**src/rtl/pipe_ctrl.sv**
```systemverilog
// Pipeline sequencer: merges stall requests, arbitrates PC redirect (exception over branch), debug counters.
// Outputs combinational from state+inputs (0 latency); exception redirect lands one cycle after acceptance.
module pipe_ctrl #(
  parameter int ADDR_W  = 32,
  parameter int CNT_W   = 16,
  parameter int TIMEOUT = 255
) (
  input  logic              clk,
  input  logic              rst,
  input  logic              stallreq_id,
  input  logic              stallreq_ex,
  input  logic              stallreq_mem,
  input  logic              br_req_id,
  input  logic [ADDR_W-1:0] br_addr_id,
  input  logic              exc_req,
  input  logic [ADDR_W-1:0] exc_vec,
  input  logic              cnt_clr,
  output logic [5:0]        stall,
  output logic              flush,
  output logic              branch,
  output logic [ADDR_W-1:0] branch_addr,
  output logic [CNT_W-1:0]  stall_cnt,
  output logic              stall_timeout
);

  typedef enum logic [1:0] {
    RUN      = 2'd0,
    EXC_PEND = 2'd1,
    FLUSH    = 2'd2
  } state_t;

  localparam logic [15:0] TIMEOUT_M1 = 16'(TIMEOUT - 1);

  state_t            state, state_d;
  logic [ADDR_W-1:0] vec_q, vec_d;
  logic [15:0]       run_cnt;

  always_comb begin
    state_d     = state;
    vec_d       = vec_q;
    stall       = 6'b000000;
    flush       = 1'b0;
    branch      = 1'b0;
    branch_addr = '0;
    case (state)
      RUN: begin
        if (exc_req) begin
          vec_d = exc_vec;
          // A stalled MEM stage must finish its access before the pipe is flushed.
          if (stallreq_mem) begin
            stall   = 6'b011111;
            state_d = EXC_PEND;
          end else begin
            stall   = 6'b111111;
            state_d = FLUSH;
          end
        end else begin
          if (stallreq_mem)     stall = 6'b011111;
          else if (stallreq_ex) stall = 6'b001111;
          else if (stallreq_id) stall = 6'b000111;
          if (br_req_id && (stall == 6'b000000)) begin
            branch      = 1'b1;
            branch_addr = br_addr_id;
          end
        end
      end
      EXC_PEND: begin
        if (stallreq_mem) begin
          stall = 6'b011111;
        end else begin
          stall   = 6'b111111;
          state_d = FLUSH;
        end
      end
      FLUSH: begin
        flush       = 1'b1;
        branch      = 1'b1;
        branch_addr = vec_q;
        state_d     = RUN;
      end
      default: state_d = RUN;
    endcase
  end

  always_ff @(posedge clk or posedge rst) begin
    if (rst) begin
      state <= RUN;
      vec_q <= '0;
    end else begin
      state <= state_d;
      vec_q <= vec_d;
    end
  end

  always_ff @(posedge clk or posedge rst) begin
    if (rst) begin
      stall_cnt <= '0;
    end else if (cnt_clr) begin
      stall_cnt <= '0;
    end else if (stall[0] && (stall_cnt != {CNT_W{1'b1}})) begin
      stall_cnt <= stall_cnt + 1'b1;
    end
  end

  // Watchdog counts consecutive stalled cycles; flag is sticky until reset.
  always_ff @(posedge clk or posedge rst) begin
    if (rst) begin
      run_cnt       <= '0;
      stall_timeout <= 1'b0;
    end else if (stall[0]) begin
      if (run_cnt != 16'hFFFF) run_cnt <= run_cnt + 16'd1;
      if (run_cnt >= TIMEOUT_M1) stall_timeout <= 1'b1;
    end else begin
      run_cnt <= '0;
    end
  end

endmodule

```
**config.mk**
```make
export PLATFORM = sky130hd
export DESIGN_NAME = pipe_ctrl
export DESIGN_NICKNAME = d
export VERILOG_FILES = /design/src/rtl/pipe_ctrl.sv
export SDC_FILE = /design/constraint.sdc
export NUM_CORES = 1
export LEC_CHECK = 0
export ABC_AREA = 0
export CAP_MARGIN = 15
export CELL_PAD_IN_SITES_DETAIL_PLACEMENT = 1
export CELL_PAD_IN_SITES_GLOBAL_PLACEMENT = 1
export CORE_ASPECT_RATIO = 0.6
export CORE_MARGIN = 1.5
export CORE_UTILIZATION = 37
export CTS_CLUSTER_SIZE = 30
export DETAILED_ROUTE_END_ITERATION = 8
export PLACE_DENSITY = 0.87
export SYNTH_ARGS = -nofsm -noshare
export SYNTH_HDL_FRONTEND = slang
export SYNTH_SLANG_ARGS = --single-unit
```
**constraint.sdc**
```tcl
create_clock -name clk -period 5.7 [get_ports clk]
set_input_delay 0.57 -clock clk [delete_from_list [all_inputs] [get_ports clk]]
set_output_delay 0.57 -clock clk [all_outputs]
set_load 0.03 [all_outputs]
```
==> impl_summary.md <==
Outcome
The run finished with clean final reports.

Floorplan
In this run the count of I/O pins placed on the die edge is 129. Measured along the x axis, the die boundary spans 129 um. The region available for standard cell placement spans 9260 um2. The die is 78.8 um tall. The initial utilization of the core area, before any placement, comes to 0.383. The standard-cell row count is 27. The floorplan die area is 10200 um2.

Pwr
Summed over all nets, the switching power comes to 400 uW. Cell internal power was estimated by the tool at 1050 uW. The combinational share of power is 0.215. The power per unit of standard cell area is 277 nW/um2.

The leakage power is 0.00208 uW. Of the total power, registers draw 0.407. The peak ir drop on the vdd network is 158 uV.

The clock power share is 0.378. Of the total power, the share spent switching nets is 0.277.

GRT
The global-route layer with the greatest usage is met2. The global-route usage over all layers is 0.212. The first global-routing pass estimated 16600 um of wire. The initial antenna violation count was 0. The number of global-route vias before repair is 3103. The met2 track utilization from global routing is 0.340. Entering global routing, the biggest net connects 68 pins.

For this run, global-route usage on met1 was measured as 0.282. For met3 alone, demand over resource in global routing was 0.0593. After global routing the overflow that remains totals 0.

Timing
Across the routed clock network, the largest skew measured is 0.00443 ns. The post-layout minimum cycle time is 3.73 ns. The highest clock rate is 268 MHz. The count of endpoints failing hold in the final timing report was 0. The measured slew at the worst slew-check pin is 0.850 ns. The count of endpoints failing setup in the final report is 0. The relative max-transition margin is 0.433. Adding up every negative setup slack in the final design gives 0 ns. Final hold analysis gives a worst-case slack of 0.486 ns.

The max-slew violation count is 0. The final clock period utilization by the worst path is 0.655. Setup repair after global routing left no endpoint under its margin.

Worst setup path
The delay of the slowest cell on the worst path is 0.68 ns. The cell that appears most often on the critical path is clkdlybuf4s50_1. The worst register-to-register path ends at run_cnt[0]. The depth of the critical timing path with buffers and inverters included is 6. Counting both buffers and inverters, the worst setup path holds a total of 3.

The type of destination of the critical path is an output port. The worst setup path is launched from an input port. The family with the most delay on the worst path is buffers and inverters. The worst register-to-register path begins at run_cnt[1].

Traced cell by cell, the critical path runs through clkdlybuf4s50_1 > nor4_4 > and4b_1 > buf_16 > a22o_1 > clkdlybuf4s50_1. The slowest cell on the critical path is clkdlybuf4s50_1. The required time of the critical path is 5.13 ns. The worst register-to-register path has a depth of 6.

The maximum fanout along the worst path is 25. The worst setup path is of the in2out kind. At the worst endpoint, the arrival time is 3.16 ns. The critical path endpoint is branch_addr[7].

The setup check on the worst reg-to-reg path leaves a slack of 3.56 ns. The first element of the critical path is stallreq_mem.

Synth
The share of the Yosys chip area taken by registers is 0.473. Synthesis inferred 67 register bits. The number of flops mapped to enable cells by yosys is 0. The number of standard cells after synthesis is 314. The share of synthesized registers carrying an async set or reset is 1.00. The number of distinct library cell variants in the gate-level netlist after synthesis is 53. The most used flip-flop cell after synthesis is dfrtp_1. When the netlist entered floorplanning its net count stood at 389. The count of warnings emitted by yosys is 0.

In this run the cell area of the synthesized design comes to 3550 um2. Averaged over all synthesized cells, the footprint is 11.3 um2.

Clocking
The tree is rooted in a clkbuf_16. The tree built by TritonCTS fans out to 67 sinks. The maximum level of the CTS H-tree is 3.

The clock passes through at most 2 buffers. Clock tree synthesis inserted a total of 9 buffers. In this run, post-CTS repair resized a total of 0 instances.

The clock latency of the later-clocked register in the worst-skew pair is 0.33 ns. The clock slew at the register clock pins of the worst setup and hold paths is 0.05 ns. The post-CTS setup-driven buffer insertion count is 0. The post-cts hold buffer count is 0. TritonCTS built the clock tree.

Min path
The startpoint identified for the worst hold timing path is stall_timeout. The min-delay analysis places its worst path in the category reg2reg. The hold-critical path depth is 1.

Detailed routing
For this block, the via count after detailed routing is 3033. After detailed routing, the total wire length is 10400 um. The residual DRC count is 0.

The number of violations reported at the end of detailed-routing iteration 0 is 147. Dividing the detail-routed wire length by the instance count gives 18.2 um. The first detailed-routing pass took 4 iterations. After detailed routing, the number of vias per cell comes to 5.30. Once detail routing completed, the nets flagged for antenna violations numbered 0.

Placed design
Including well taps, the total number of placed cells is 555. The weighted congestion at the end of routability-driven global placement is 0.800. The number of buffers added on ports is 128. The wire-length estimate of the detail-placed layout is 7530 um.

Finish
The net count reported at finish is 512. The multi-input gate area in the final layout is 1730 um2. The area growth from synthesis to final layout is 47.4%.

Fill cells in the final layout number 994. 0 antenna diodes ended up in the layout. The count of placed standard cells in the final layout, fillers left out is 572. The share of cells above drive strength 1 is 0.167. The area taken by flip-flops and latches is 1680 um2.

Flow run
The count of max-cap constraint violations is 0.
-- final cells by class --
type / count / area share
clock buffer: 11 / 0.0464
clock inverter: 5 / 0.0101
inverter: 9 / 0.00694
multi-input combinational: 218 / 0.330
sequential: 67 / 0.321
tap: 130 / 0.0311
timing repair buffer: 132 / 0.255
-- power groups by stage --
stage               sequential, uW  combinational, uW  clock, uW
floorplan                      581                183          0
global placement               592                301          0
detailed placement             596                312          0
CTS                            588                313        564
global route                   598                336        582
finish                         588                310        547
-- flip-flops by register name (all words and copies together) (netlist names) --
name and flops:
run_cnt 16, stall_cnt 16, stall_timeout 1, state 2, vec_q 32
-- per-stage QoR --
| stage | total power, uW | utilization | setup WS (ns) | area [um2] |
|---|---|---|---|---|
| 4_1_cts | 1470 | 0.562 | 1.48 | 5200 |
| 3_3_place_gp | 893 | 0.530 | 1.64 | 4900 |
| 3_5_place_dp | 908 | 0.530 | 1.47 | 4900 |
| 6_report | 1450 | 0.565 | 1.97 | 5230 |
| 2_1_floorplan | 765 | - | 3.32 | 3550 |
| 5_1_grt | 1520 | 0.565 | 1.82 | 5230 |
-- worst min-delay path by stage --
| stage | to | slack, ns |
|---|---|---|
| floorplan | run_cnt[8] | 0.48 |
| global placement | stall_timeout | 0.46 |
| detailed placement | stall_timeout | 0.48 |
| CTS | stall_timeout | 0.49 |
| global route | stall_timeout | 0.51 |
| finish | stall_timeout | 0.49 |
-- cells in the final DEF, fill, tap and decap left out, types with 4 or more instances in the layout --
| cell | count |
|---|---|
| o21ai_0 | 9 |
| xor2_1 | 6 |
| dfrtp_1 | 67 |
| inv_1 | 7 |
| or3_1 | 4 |
| nand2_1 | 12 |
| nor2_1 | 26 |
| xnor2_1 | 8 |
| clkbuf_16 | 9 |
| mux2_2 | 32 |
| nor3_1 | 8 |
| clkdlybuf4s50_1 | 128 |
| a21oi_1 | 10 |
| and4_1 | 4 |
| a22o_1 | 32 |
| nand3_1 | 13 |
| a211oi_1 | 5 |
-- routing by layer --
metal  up-vias  wire length (um)  share of wire
li1       1407                 -              -
met1      1532              4730           0.45
met2        87              4880           0.47
met3         7               729          0.070
met4         0                78         0.0075
met5         -                 0              0
-- cells in the mapped netlist, drive strengths merged, types with 6 or more instances --
library cell / instances / area, um2
a21oi: 10 / 50.1
a22o: 32 / 280
buf: 10 / 67.6
clkbuf: 10 / 50.1
dfrtp: 67 / 1680
inv: 9 / 36.3
mux2: 33 / 375
nand2: 12 / 45.0
nand3: 13 / 65.1
nor2: 26 / 97.6
nor3: 8 / 40.0
o21ai: 10 / 53.8
xnor2: 8 / 70.1
xor2: 6 / 52.6
-- cell families (layout without fill, tap and decap cells) --
| kind of cell | after synthesis | in the layout | share of synthesized area |
|---|---|---|---|
| and+or+nand+nor | 94 | 94 | 0.163 |
| AOI/OAI and AO/OA | 72 | 72 | 0.165 |
| buffers and inverters | 29 | 157 | 0.0434 |
| xor gates and xnor gates | 14 | 14 | 0.0346 |
| muxes | 35 | 35 | 0.111 |
| DFF | 67 | 67 | 0.473 |
| adders and majority gates | 3 | 3 | 0.0106 |
No activity file was read; power rests on OpenSTA's default activity.
